===== src/rtl/avst_pkg.sv =====
// avst_pkg: shared FSM state type, byte width and the empty-field width
// helper used by the Avalon-ST byte serializer and its interfaces.
package avst_pkg;

  localparam int BYTE_W = 8;

  typedef enum logic {
    IDLE   = 1'b0,
    SERIAL = 1'b1
  } serState_t;

  // empty carries one extra bit so that out-of-range values (>= N) can be
  // represented and handled rather than silently wrapping
  function automatic int emptyWidth(input int nBytes);
    return $clog2(nBytes) + 1;
  endfunction

endpackage


===== src/rtl/avalon_st_if.sv =====
// avalon_st_if: Avalon-ST style packet beat bundle, DATA_WIDTH_IN_BYTES
// byte symbols per beat with big-endian symbol order and a byte empty count.
interface avalon_st_if #(
  parameter int DATA_WIDTH_IN_BYTES = 4
);
  localparam int DATA_W  = DATA_WIDTH_IN_BYTES * avst_pkg::BYTE_W;
  localparam int EMPTY_W = avst_pkg::emptyWidth(DATA_WIDTH_IN_BYTES);

  logic [DATA_W-1:0]  data;
  logic [EMPTY_W-1:0] empty;
  logic               sop;
  logic               eop;
  logic               vld;
  logic               rdy;

  modport master (output data, empty, sop, eop, vld, input rdy);
  modport slave  (input data, empty, sop, eop, vld, output rdy);
endinterface


===== src/rtl/dvr_if.sv =====
// dvr_if: plain data/valid/ready transfer bundle.
interface dvr_if #(
  parameter int DATA_WIDTH = 8
);
  logic [DATA_WIDTH-1:0] data;
  logic                  vld;
  logic                  rdy;

  modport master (output data, vld, input rdy);
  modport slave  (input data, vld, output rdy);
endinterface


===== src/rtl/avst_byte_serializer.sv =====
// avst_byte_serializer: breaks each accepted Avalon-ST beat into single
// bytes, most-significant byte first, marking packet start/end per byte.
// A new beat is accepted in the same cycle the last byte of the held beat
// leaves, so back-to-back beats stream without a bubble.
// Optional macro AVST_BYTE_SERIALIZER_ERR_EN adds a sticky 'err' output
// flagging framing violations and impossible empty counts.
module avst_byte_serializer
  import avst_pkg::*;
#(
  parameter int DATA_WIDTH_IN_BYTES = 4
) (
  input  logic       clk,
  input  logic       rst,
  avalon_st_if.slave in_if,
  dvr_if.master      out_if,
  output logic       out_sop,
  output logic       out_eop
`ifdef AVST_BYTE_SERIALIZER_ERR_EN
  ,
  output logic       err
`endif
);

  localparam int N       = DATA_WIDTH_IN_BYTES;
  localparam int DATA_W  = N * BYTE_W;
  localparam int EMPTY_W = emptyWidth(N);
  localparam int IDX_W   = $clog2(N);
  localparam int CNT_W   = IDX_W + 1;

  serState_t          r_state;
  serState_t          w_nextState;
  logic [DATA_W-1:0]  r_data;
  logic [EMPTY_W-1:0] r_empty;
  logic               r_sop;
  logic               r_eop;
  logic [IDX_W-1:0]   r_idx;

  logic [CNT_W-1:0]   w_byteCount;
  logic               w_lastByte;
  logic               w_inRdy;
  logic               w_outVld;
  logic               w_outSop;
  logic               w_outEop;
  logic [BYTE_W-1:0]  w_outData;
  logic               w_inXfer;
  logic               w_outXfer;

  // Number of valid bytes in the held beat; an empty count that would leave
  // nothing is clamped so the beat still produces its single eop byte.
  always_comb begin
    w_byteCount = CNT_W'(N);
    if (r_eop) begin
      if (r_empty >= EMPTY_W'(N)) begin
        w_byteCount = CNT_W'(1);
      end else begin
        w_byteCount = CNT_W'(N) - CNT_W'(r_empty);
      end
    end
  end

  assign w_lastByte = ({1'b0, r_idx} == (w_byteCount - CNT_W'(1)));

  // Select the current byte from the held beat, index 0 being the MSB.
  always_comb begin
    w_outData = '0;
    for (int k = 0; k < N; k++) begin
      if (r_idx == IDX_W'(k)) begin
        w_outData = r_data[DATA_W-1-BYTE_W*k -: BYTE_W];
      end
    end
  end

  // FSM state register.
  always_ff @(posedge clk) begin
    if (rst) begin
      r_state <= IDLE;
    end else begin
      r_state <= w_nextState;
    end
  end

  // FSM next-state: leave SERIAL only when the last byte goes with no refill.
  always_comb begin
    w_nextState = r_state;
    case (r_state)
      IDLE: begin
        if (w_inXfer) begin
          w_nextState = SERIAL;
        end
      end
      SERIAL: begin
        if (w_outXfer && w_lastByte) begin
          w_nextState = w_inXfer ? SERIAL : IDLE;
        end
      end
      default: w_nextState = IDLE;
    endcase
  end

  // FSM outputs: input ready opens only when idle or as the final byte leaves.
  always_comb begin
    w_inRdy  = 1'b0;
    w_outVld = 1'b0;
    w_outSop = 1'b0;
    w_outEop = 1'b0;
    case (r_state)
      IDLE: begin
        w_inRdy = !rst;
      end
      SERIAL: begin
        w_outVld = 1'b1;
        w_inRdy  = !rst && out_if.rdy && w_lastByte;
        w_outSop = r_sop && (r_idx == '0);
        w_outEop = r_eop && w_lastByte;
      end
      default: ;
    endcase
  end

  assign w_inXfer  = in_if.vld && w_inRdy;
  assign w_outXfer = w_outVld && out_if.rdy;

  assign in_if.rdy   = w_inRdy;
  assign out_if.vld  = w_outVld;
  assign out_if.data = w_outData;
  assign out_sop     = w_outSop;
  assign out_eop     = w_outEop;

  // Held beat and byte index: load on input transfer, advance on output transfer.
  always_ff @(posedge clk) begin
    if (rst) begin
      r_data  <= '0;
      r_empty <= '0;
      r_sop   <= 1'b0;
      r_eop   <= 1'b0;
      r_idx   <= '0;
    end else if (w_inXfer) begin
      r_data  <= in_if.data;
      r_empty <= in_if.empty;
      r_sop   <= in_if.sop;
      r_eop   <= in_if.eop;
      r_idx   <= '0;
    end else if (w_outXfer) begin
      r_idx   <= r_idx + IDX_W'(1);
    end
  end

`ifdef AVST_BYTE_SERIALIZER_ERR_EN
  logic r_inPacket;
  logic r_err;
  logic w_protoViolation;

  assign w_protoViolation = (in_if.sop && r_inPacket) ||
                            (!in_if.sop && !r_inPacket) ||
                            (in_if.eop && (in_if.empty >= EMPTY_W'(N)));

  // Track packet framing across accepted beats and latch any violation.
  always_ff @(posedge clk) begin
    if (rst) begin
      r_inPacket <= 1'b0;
      r_err      <= 1'b0;
    end else if (w_inXfer) begin
      r_inPacket <= !in_if.eop;
      if (w_protoViolation) begin
        r_err <= 1'b1;
      end
    end
  end

  assign err = r_err;
`endif

endmodule


===== src/flat_wrapper.sv =====
// flat-port wrapper written by rule: the top's interface ports become plain ports
module avst_byte_serializer_flat import avst_pkg::*;
#(
  parameter int DATA_WIDTH_IN_BYTES = 4
)
  (clk, rst, out_sop, out_eop, in_if_data, in_if_empty, in_if_sop, in_if_eop, in_if_vld, in_if_rdy, out_if_data, out_if_vld, out_if_rdy);
  avalon_st_if #(.DATA_WIDTH_IN_BYTES(DATA_WIDTH_IN_BYTES)) in_if_i ();
  dvr_if #(.DATA_WIDTH(8)) out_if_i ();
  input  logic clk;
  input  logic rst;
  output logic out_sop;
  output logic out_eop;
  input wire logic [$bits(in_if_i.data)-1:0] in_if_data;
  input wire logic [$bits(in_if_i.empty)-1:0] in_if_empty;
  input wire logic [$bits(in_if_i.sop)-1:0] in_if_sop;
  input wire logic [$bits(in_if_i.eop)-1:0] in_if_eop;
  input wire logic [$bits(in_if_i.vld)-1:0] in_if_vld;
  output wire logic [$bits(in_if_i.rdy)-1:0] in_if_rdy;
  output wire logic [$bits(out_if_i.data)-1:0] out_if_data;
  output wire logic [$bits(out_if_i.vld)-1:0] out_if_vld;
  input wire logic [$bits(out_if_i.rdy)-1:0] out_if_rdy;
  assign in_if_i.data = in_if_data;
  assign in_if_i.empty = in_if_empty;
  assign in_if_i.sop = in_if_sop;
  assign in_if_i.eop = in_if_eop;
  assign in_if_i.vld = in_if_vld;
  assign in_if_rdy = in_if_i.rdy;
  assign out_if_data = out_if_i.data;
  assign out_if_vld = out_if_i.vld;
  assign out_if_i.rdy = out_if_rdy;
  avst_byte_serializer #(.DATA_WIDTH_IN_BYTES(DATA_WIDTH_IN_BYTES)) u_core (.clk(clk), .rst(rst), .in_if(in_if_i), .out_if(out_if_i), .out_sop(out_sop), .out_eop(out_eop));
endmodule

===== config.mk =====
export PLATFORM = sky130hd
export DESIGN_NAME = avst_byte_serializer_flat
export DESIGN_NICKNAME = d
export VERILOG_FILES = /design/src/rtl/avst_pkg.sv /design/src/rtl/avalon_st_if.sv /design/src/rtl/dvr_if.sv /design/src/rtl/avst_byte_serializer.sv /design/src/flat_wrapper.sv
export SDC_FILE = /design/constraint.sdc
export NUM_CORES = 1
export LEC_CHECK = 0
export CORE_AREA = 2 2 61 91
export DETAILED_ROUTE_END_ITERATION = 6
export DIE_AREA = 0 0 63 93
export GPL_TIMING_DRIVEN = 1
export PLACE_DENSITY = 0.72
export SYNTH_ARGS = -nofsm -noshare
export SYNTH_HDL_FRONTEND = slang
export SYNTH_SLANG_ARGS = --single-unit

===== constraint.sdc =====
create_clock -name clk -period 4.15 [get_ports clk]
set_input_delay 0.83 -clock clk [delete_from_list [all_inputs] [get_ports clk]]
set_output_delay 0.83 -clock clk [all_outputs]
set_load 0.02 [all_outputs]

# Word level (Yosys, flattened, before mapping)
# Index checks and enable logic that the tools add are counted.
# Widths: inputs -> output; s select.
# totals
word_cells	38
out_inout_bits	12
in_bits	41
register_bits	40
# classes
reduce_logical	10
bitwise	1
n_mux	13
n_lt_le_gt_ge	1
eq_ne	4
add_sub_neg	3
# op_table
operator	count
$mux 8	4
$logic_and 1x1->1	7
$mux 3	2
$mux 1	5
$eq 2x2->1 const B	2
$pmux 1 s2	2
$eq 2x3->1	1
$ge 3x3->1 const B	1
$sub 3x1->3 const B	1
$sub 3x3->3 const A	1
$add 2x1->2 const B	1
$eq 2x1->1 const B	1
$logic_not 2->1	1
$reduce_or 2->1	1
$logic_not 1->1	1
$not 1->1	1

# Longest topological paths before layout
# Gate-level depths: netlist (run 1).
# depth
depth_word	11
ltp_mapped	13
depth_no_buf	10

# Least setup slack after synthesis (run 1)
# No wires, ideal clock.
# synth_path
path_type	flip-flop to output port
from	register u_core.r_empty[0]
to	output port in_if_rdy
required_ps	3320
path_stages_with_launch	11
path_buffers	0
t_arrival_ps	1883
slack_ps	1437
path_cell_list	dfxtp_1 -> inv_1 -> ha_1 -> ha_1 -> nor2_1 -> nand3_1 -> ha_1 -> xor2_1 -> and2_1 -> a31oi_1 -> nor2_1
# synth_between
elab_chain_len	7
word_cells_on_any_way	8
classes_between	2 x add/sub; 1 x order compare; 1 x eq/ne; 3 x mux; 1 x reduce/logical
# synth_rtl
item	line	source
from (decl)	avst_byte_serializer.sv:33	logic [EMPTY_W-1:0] r_empty;
from (signal assigned)	avst_byte_serializer.sv:139	r_empty <= in_if.empty;
$sub 3x3->3 or $ge 3x3->1 (tied branches)	avst_byte_serializer.sv:56, avst_byte_serializer.sv:53	
$mux 3 (*)	avst_byte_serializer.sv:53	if (r_empty >= EMPTY_W'(N)) begin
$mux 3 (*)	avst_byte_serializer.sv:52	if (r_eop) begin
$sub 3x1->3 (*)	avst_byte_serializer.sv:61	assign w_lastByte = ({1'b0, r_idx} == (w_byteCount - CNT_W'(1)));
$eq 2x3->1 (*)	avst_byte_serializer.sv:61	
$logic_and 1x1->1 (*)	avst_byte_serializer.sv:112	w_inRdy = !rst && out_if.rdy && w_lastByte;
$pmux 1 s2 (*)	avst_byte_serializer.sv:106	case (r_state)
to (decl)	flat_wrapper.sv:18	output wire logic [$bits(in_if_i.rdy)-1:0] in_if_rdy;
# Every way passes the cells marked *; elsewhere a longest branch is shown, timed or not.

# Worst setup path in the final report (run 1)
# Ends and elaborated chain as after synthesis.

==> results.cfg, run 1 <==
[status]
status = finished clean

[global_route]
grt_antenna_before_repair = 0
grt_pass1_wl_um = 7890
track_usage = 0.172
overflow = 0
grt_max_degree = 78
grt_pass1_vias = 1779

[final_layout]
mostFrequentLayoutCells = 75 x nand2b_1, 52 x clkdlybuf4s50_1, 40 x dfxtp_1
final_nets = 342
area_growth_pct = 29.0
final_area_um2 = 2860
final_util = 0.563
diodes = 0
layout_commonest_cell = nand2b_1
drive_gt1_frac = 0.0407

[route]
wl_um = 4700
routed_via_density = 4.79
wl_per_cell_um = 13.0
first_iter_violations = 31
vias = 1740
ant_nets = 0
drtPass1Iterations = 4
drc = 0

[clock_network]
worstSkewPairLatency_ps = 290
cts_buffer_depth = 2
cts_hold_repair.buffers = 0
ctsRootBufferMaster = clkbuf_8
cts.repair.resized = 0
numCtsBuffers = 5
htree_levels = 2
post_cts.repair.setup_buffers = 0
cts_tree = yes
clk_pin_slew_ps = 80
cts_num_sinks = 40

[floorplanning]
start_util = 0.436
io_pins = 53
fp-row-count = 32
die-area_um2 = 5860
core_area_um2 = 5080
chipWidth_um = 63
dieHeight_um = 93

[placement]
place_area_um2 = 2760
dp_hpwl_um = 3310
portBuffers = 52
routabilityCongestion = 0.697

[pwr]
ir_drop_mv = 0.191
p_total_mw = 0.907
pwr_density_cell_nw_per_um2 = 317
p_leak_nw = 1.08

[yosys]
synth_warnings = 0
synth_fp_nets = 299
yosysSeqAreaShare = 0.361
synth_area_per_cell_um2 = 8.84
syn_area_um2 = 2220
syn_inst = 251
synth.distinct_cells = 27
ys_ff_latch = 40

[worst_hold_path]
hp-class = reg2reg

[timing]
setup_viol = 0
relSlewSlack = 0.630
layout_min_cycle_time_ps = 3570
tns_ps = 0
timing_worst_slew_pin_value_ps = 555
grt_setup_unrepaired = false
min_period_over_period = 0.860
drv_slew = 0
timing.fmax_mhz = 280
skew_ps = 11.1
hold_viol = 0

[worst_setup_path]
worstPathRequired_ps = 3320
critPathKind = reg2out
worstPathMaxFanout = 4
end_kind = primary output
worst_ep_arrival_time_ps = 2740
start_kind = flop

[flow_run]
maxCapViolations = 0
[cells in the mapped netlist, drive strengths merged]
| master | number | area share |
|---|---|---|
| nand2b | 75 | 0.21 |
| dfxtp | 40 | 0.36 |
| mux2i | 38 | 0.17 |
| nand2 | 17 | 0.029 |
| a21oi | 16 | 0.036 |
| clkbuf | 13 | 0.022 |
| o21ai | 10 | 0.024 |
| nand3b | 8 | 0.027 |
| ha | 7 | 0.039 |
| buf | 5 | 0.016 |
| inv | 5 | 0.0085 |
| xnor2 | 3 | 0.012 |
| and3 | 2 | 0.0056 |
| nor2 | 2 | 0.0034 |
| nor3 | 2 | 0.0045 |
| a31oi | 1 | 0.0028 |
| a32o | 1 | 0.0045 |
| and2 | 1 | 0.0028 |
| and4 | 1 | 0.0039 |
| nand3 | 1 | 0.0023 |
| o21a | 1 | 0.0034 |
| o21ba | 1 | 0.0045 |
| xor2 | 1 | 0.0039 |
[area by class of cell]
type	instances	area, um2
Fill cell	480	2220
Sequential cell	40	801
Clock buffer	6	72.6
Timing Repair Buffer	54	536
Multi-Input combinational cell	188	1320
Clock inverter	2	35.0
Inverter	5	18.8
Tap cell	68	85.1
[critical path, cell delays in order (launching register included)]
cell and delay, ps:
dfxtp_1 380, inv_1 60, ha_1 190, ha_1 190
nor2_1 100, nand3_1 90, ha_1 300, xor2_1 160
and2_1 160, a31oi_1 100, nor2_1 110, clkdlybuf4s50_1 600
[per-stage QoR]
step                      setup slack (ps)  hold slack [ps]  std cells
after floorplan                       1440              444        251
after global placement                 984              460        355
after detailed placement               907              461        355
after CTS                              574              476        363
after global routing                   398              488        363
final                                  582              476        363
[path summary, 6_finish.rpt]
kind	from	endpoint	slack (ps)	cells past startpoint
setup reg to reg	u_core.r_empty[0]	u_core.r_data[4]	1320	11
setup / recovery	u_core.r_empty[0]	in_if_rdy	580	11
hold / removal	u_core.r_data[29]	u_core.r_data[29]	480	2
hold reg to reg	u_core.r_data[29]	u_core.r_data[29]	480	2
[where the power goes]
part	internal [mW]	leakage (nW)	switching, mW
Clock	0.179	0.0552	0.137
Combinational	0.0969	0.701	0.0711
Sequential	0.408	0.329	0.0151
Total	0.684	1.08	0.223
[state kept, by name, indices dropped and copies added (netlist names)]
register	count
u_core.r_state	1
u_core.r_data	32
u_core.r_idx	2
u_core.r_eop	1
u_core.r_empty	3
u_core.r_sop	1
[kinds of logic after synthesis]
group,Yosys count,synth area share
AND/OR/NAND/NOR,109,0.290
flip-flops,40,0.361
multiplexers,38,0.171
AO/OA/AOI/OAI,30,0.0756
buffers and inverters,23,0.0468
adder cells (fa/ha/maj),7,0.0395
XOR/XNOR,4,0.0158
[routing by layer]
layer	global-route usage	vias up	share of wire
met5	0	-	0
met4	0.0778	0	0.019
met3	0.0301	4	0.026
met2	0.314	30	0.53
met1	0.192	796	0.43
li1	-	910	-
(Power assumes the default switching activity.)
==> run 2: changes to the inputs <==
--- a/config.mk
+++ b/config.mk
@@ -5,6 +5,7 @@
 export SDC_FILE = /design/constraint.sdc
 export NUM_CORES = 1
 export LEC_CHECK = 0
+export ABC_AREA = 0
 export CORE_AREA = 2 2 61 91
 export DETAILED_ROUTE_END_ITERATION = 6
 export DIE_AREA = 0 0 63 93
==> results of run 2 <==
No change in the layout: final DEF, timing and power equal those of run 1.
==> run 3: changes to the inputs <==
--- a/config.mk
+++ b/config.mk
@@ -6,11 +6,11 @@
 export NUM_CORES = 1
 export LEC_CHECK = 0
 export ABC_AREA = 0
-export CORE_AREA = 2 2 61 91
+export CORE_AREA = 2 2 74 111
 export DETAILED_ROUTE_END_ITERATION = 6
-export DIE_AREA = 0 0 63 93
+export DIE_AREA = 0 0 76 113
 export GPL_TIMING_DRIVEN = 1
-export PLACE_DENSITY = 0.72
+export SLEW_MARGIN = 10
 export SYNTH_ARGS = -nofsm -noshare
 export SYNTH_HDL_FRONTEND = slang
 export SYNTH_SLANG_ARGS = --single-unit
==> results.cfg, run 3 (synthesized netlist as in run 1, its figures left out) <==
[status]
status = finished clean

[final_layout]
final_nets = 342
diodes = 0
area_growth_pct = 33.5
top_register = u_core.r_data
stdcell_count = 397
mostFrequentLayoutCells = 75 x nand2b_1, 52 x clkdlybuf4s50_1, 40 x dfxtp_1
reg.largest.list = u_core.r_data (32), u_core.r_empty (3), u_core.r_idx (2)
drive_gt1_frac = 0.0407
layout_commonest_cell = nand2b_1
largest_reg_flops = 32

[route]
drc = 0
wl_um = 5100
wl_per_cell_um = 12.8
ant_nets = 0
routed_via_density = 4.51
vias = 1789
drtPass1Iterations = 6
first_iter_violations = 69

[worst_setup_path]
worstPathRequired_ps = 3320
critPathKind = reg2out
cp_cell_sequence = inv_1 > ha_1 > ha_1 > nor2_1 > nand3_1 > ha_1 > xor2_1 > and2_1 > a31oi_1 > nor2_1 > clkdlybuf4s50_1
r2r_start = u_core.r_empty[0]
start_kind = flop
cpLargestDelayFamily = adder cells
r2r_end = u_core.r_eop
end_kind = primary output
cpPeakStageDelay_ps = 600
path_buf_inv = 2
reg2regPathDepth = 11
worstPathMaxFanout = 4
reg2reg_slack_ps = 1340
crit_path_frequent_cell = ha_1
worst_ep_arrival_time_ps = 2680
crit_slowest_cell = clkdlybuf4s50_1

[placement]
routabilityCongestion = 0.749
portBuffers = 52
dp_hpwl_um = 3630
dp.cells = 389

[global_route]
grt_max_degree = 77
overflow = 0
track_usage = 0.121
grt_pass1_vias = 1762
grt_antenna_before_repair = 0
grt_pass1_wl_um = 8230

[floorplanning]
fp-row-count = 39
chipWidth_um = 76
dieHeight_um = 113
start_util = 0.293
io_pins = 53
core_area_um2 = 7560
die-area_um2 = 8590

[worst_hold_path]
min_path_cells = 2
hp-class = reg2reg
hp-start = u_core.r_data[5]
holdPathEnd = u_core.r_data[5]

[clock_network]
numCtsBuffers = 5
worstSkewPairLatency_ps = 280
ctsRootBufferMaster = clkbuf_16
htree_levels = 2
cts_hold_repair.buffers = 0
cts.repair.resized = 0
clk_pin_slew_ps = 60
cts_tree = yes
cts_buffer_depth = 2
post_cts.repair.setup_buffers = 0
cts_num_sinks = 40

[pwr]
p_leak_nw = 1.11
pwr_density_cell_nw_per_um2 = 347
ir_drop_mv = 0.173

[timing]
grt_setup_unrepaired = false
skew_ps = 2.19
hold_viol = 0
timing.fmax_mhz = 285
drv_slew = 0
tns_ps = 0
timing_worst_slew_pin_value_ps = 580
relSlewSlack = 0.613
min_period_over_period = 0.845
layout_min_cycle_time_ps = 3510
setup_viol = 0

[flow_run]
maxCapViolations = 0
## run 3: per-stage QoR
step	instance area (um2)	utilization	worst slack [ps]	power, mW	hold WS, ps
floorplan	2220	-	1440	0.530	444
global placement	2800	0.370	991	0.602	460
detailed placement	2800	0.370	924	0.604	462
CTS	2960	0.392	625	1.04	476
global route	2960	0.392	475	1.08	484
finish	2960	0.392	645	1.03	473
## run 3: how the worst max path moves through the flow
stage / depth (start not counted) / start / endpoint / slack, ps
2_1_floorplan: 10 / u_core.r_empty[0] / in_if_rdy / 1440
3_3_place_gp: 11 / u_core.r_empty[0] / in_if_rdy / 990
3_5_place_dp: 11 / u_core.r_empty[0] / in_if_rdy / 920
4_1_cts: 11 / u_core.r_empty[0] / in_if_rdy / 620
5_1_grt: 11 / u_core.r_empty[0] / in_if_rdy / 470
6_report: 11 / u_core.r_empty[0] / in_if_rdy / 640
## run 3: cell type report
type	instances	area [um2]
well taps	102	128
fillers	784	4600
clock buffers	6	129
inverters	5	18.8
multi-input cells	188	1320
repair buffers	54	536
flip-flops and latches	40	801
clock inverters	2	35.0
## run 3: worst register-to-register path: stages, from the launching register on
cell and delay, ps:
dfxtp_1 360, inv_1 60, ha_1 200, ha_1 180
nor2_1 100, nand3_1 80, ha_1 290, xor2_1 160
and3_1 170, a32o_2 320, buf_4 520, mux2i_1 280
## run 3: where the power goes
part,leakage [nW],switching (mW),internal [mW]
Clock,0.0808,0.152,0.283
Sequential,0.329,0.0148,0.409
Combinational,0.701,0.0727,0.0970
Total,1.11,0.239,0.788
## run 3: metal layers
metal | vias up | track usage | part of all wire
met4 | 0 | 0.0545 | 0.020
met3 | 8 | 0.0191 | 0.028
li1 | 911 | - | -
met1 | 836 | 0.137 | 0.42
met2 | 34 | 0.224 | 0.54
met5 | - | 0 | 0
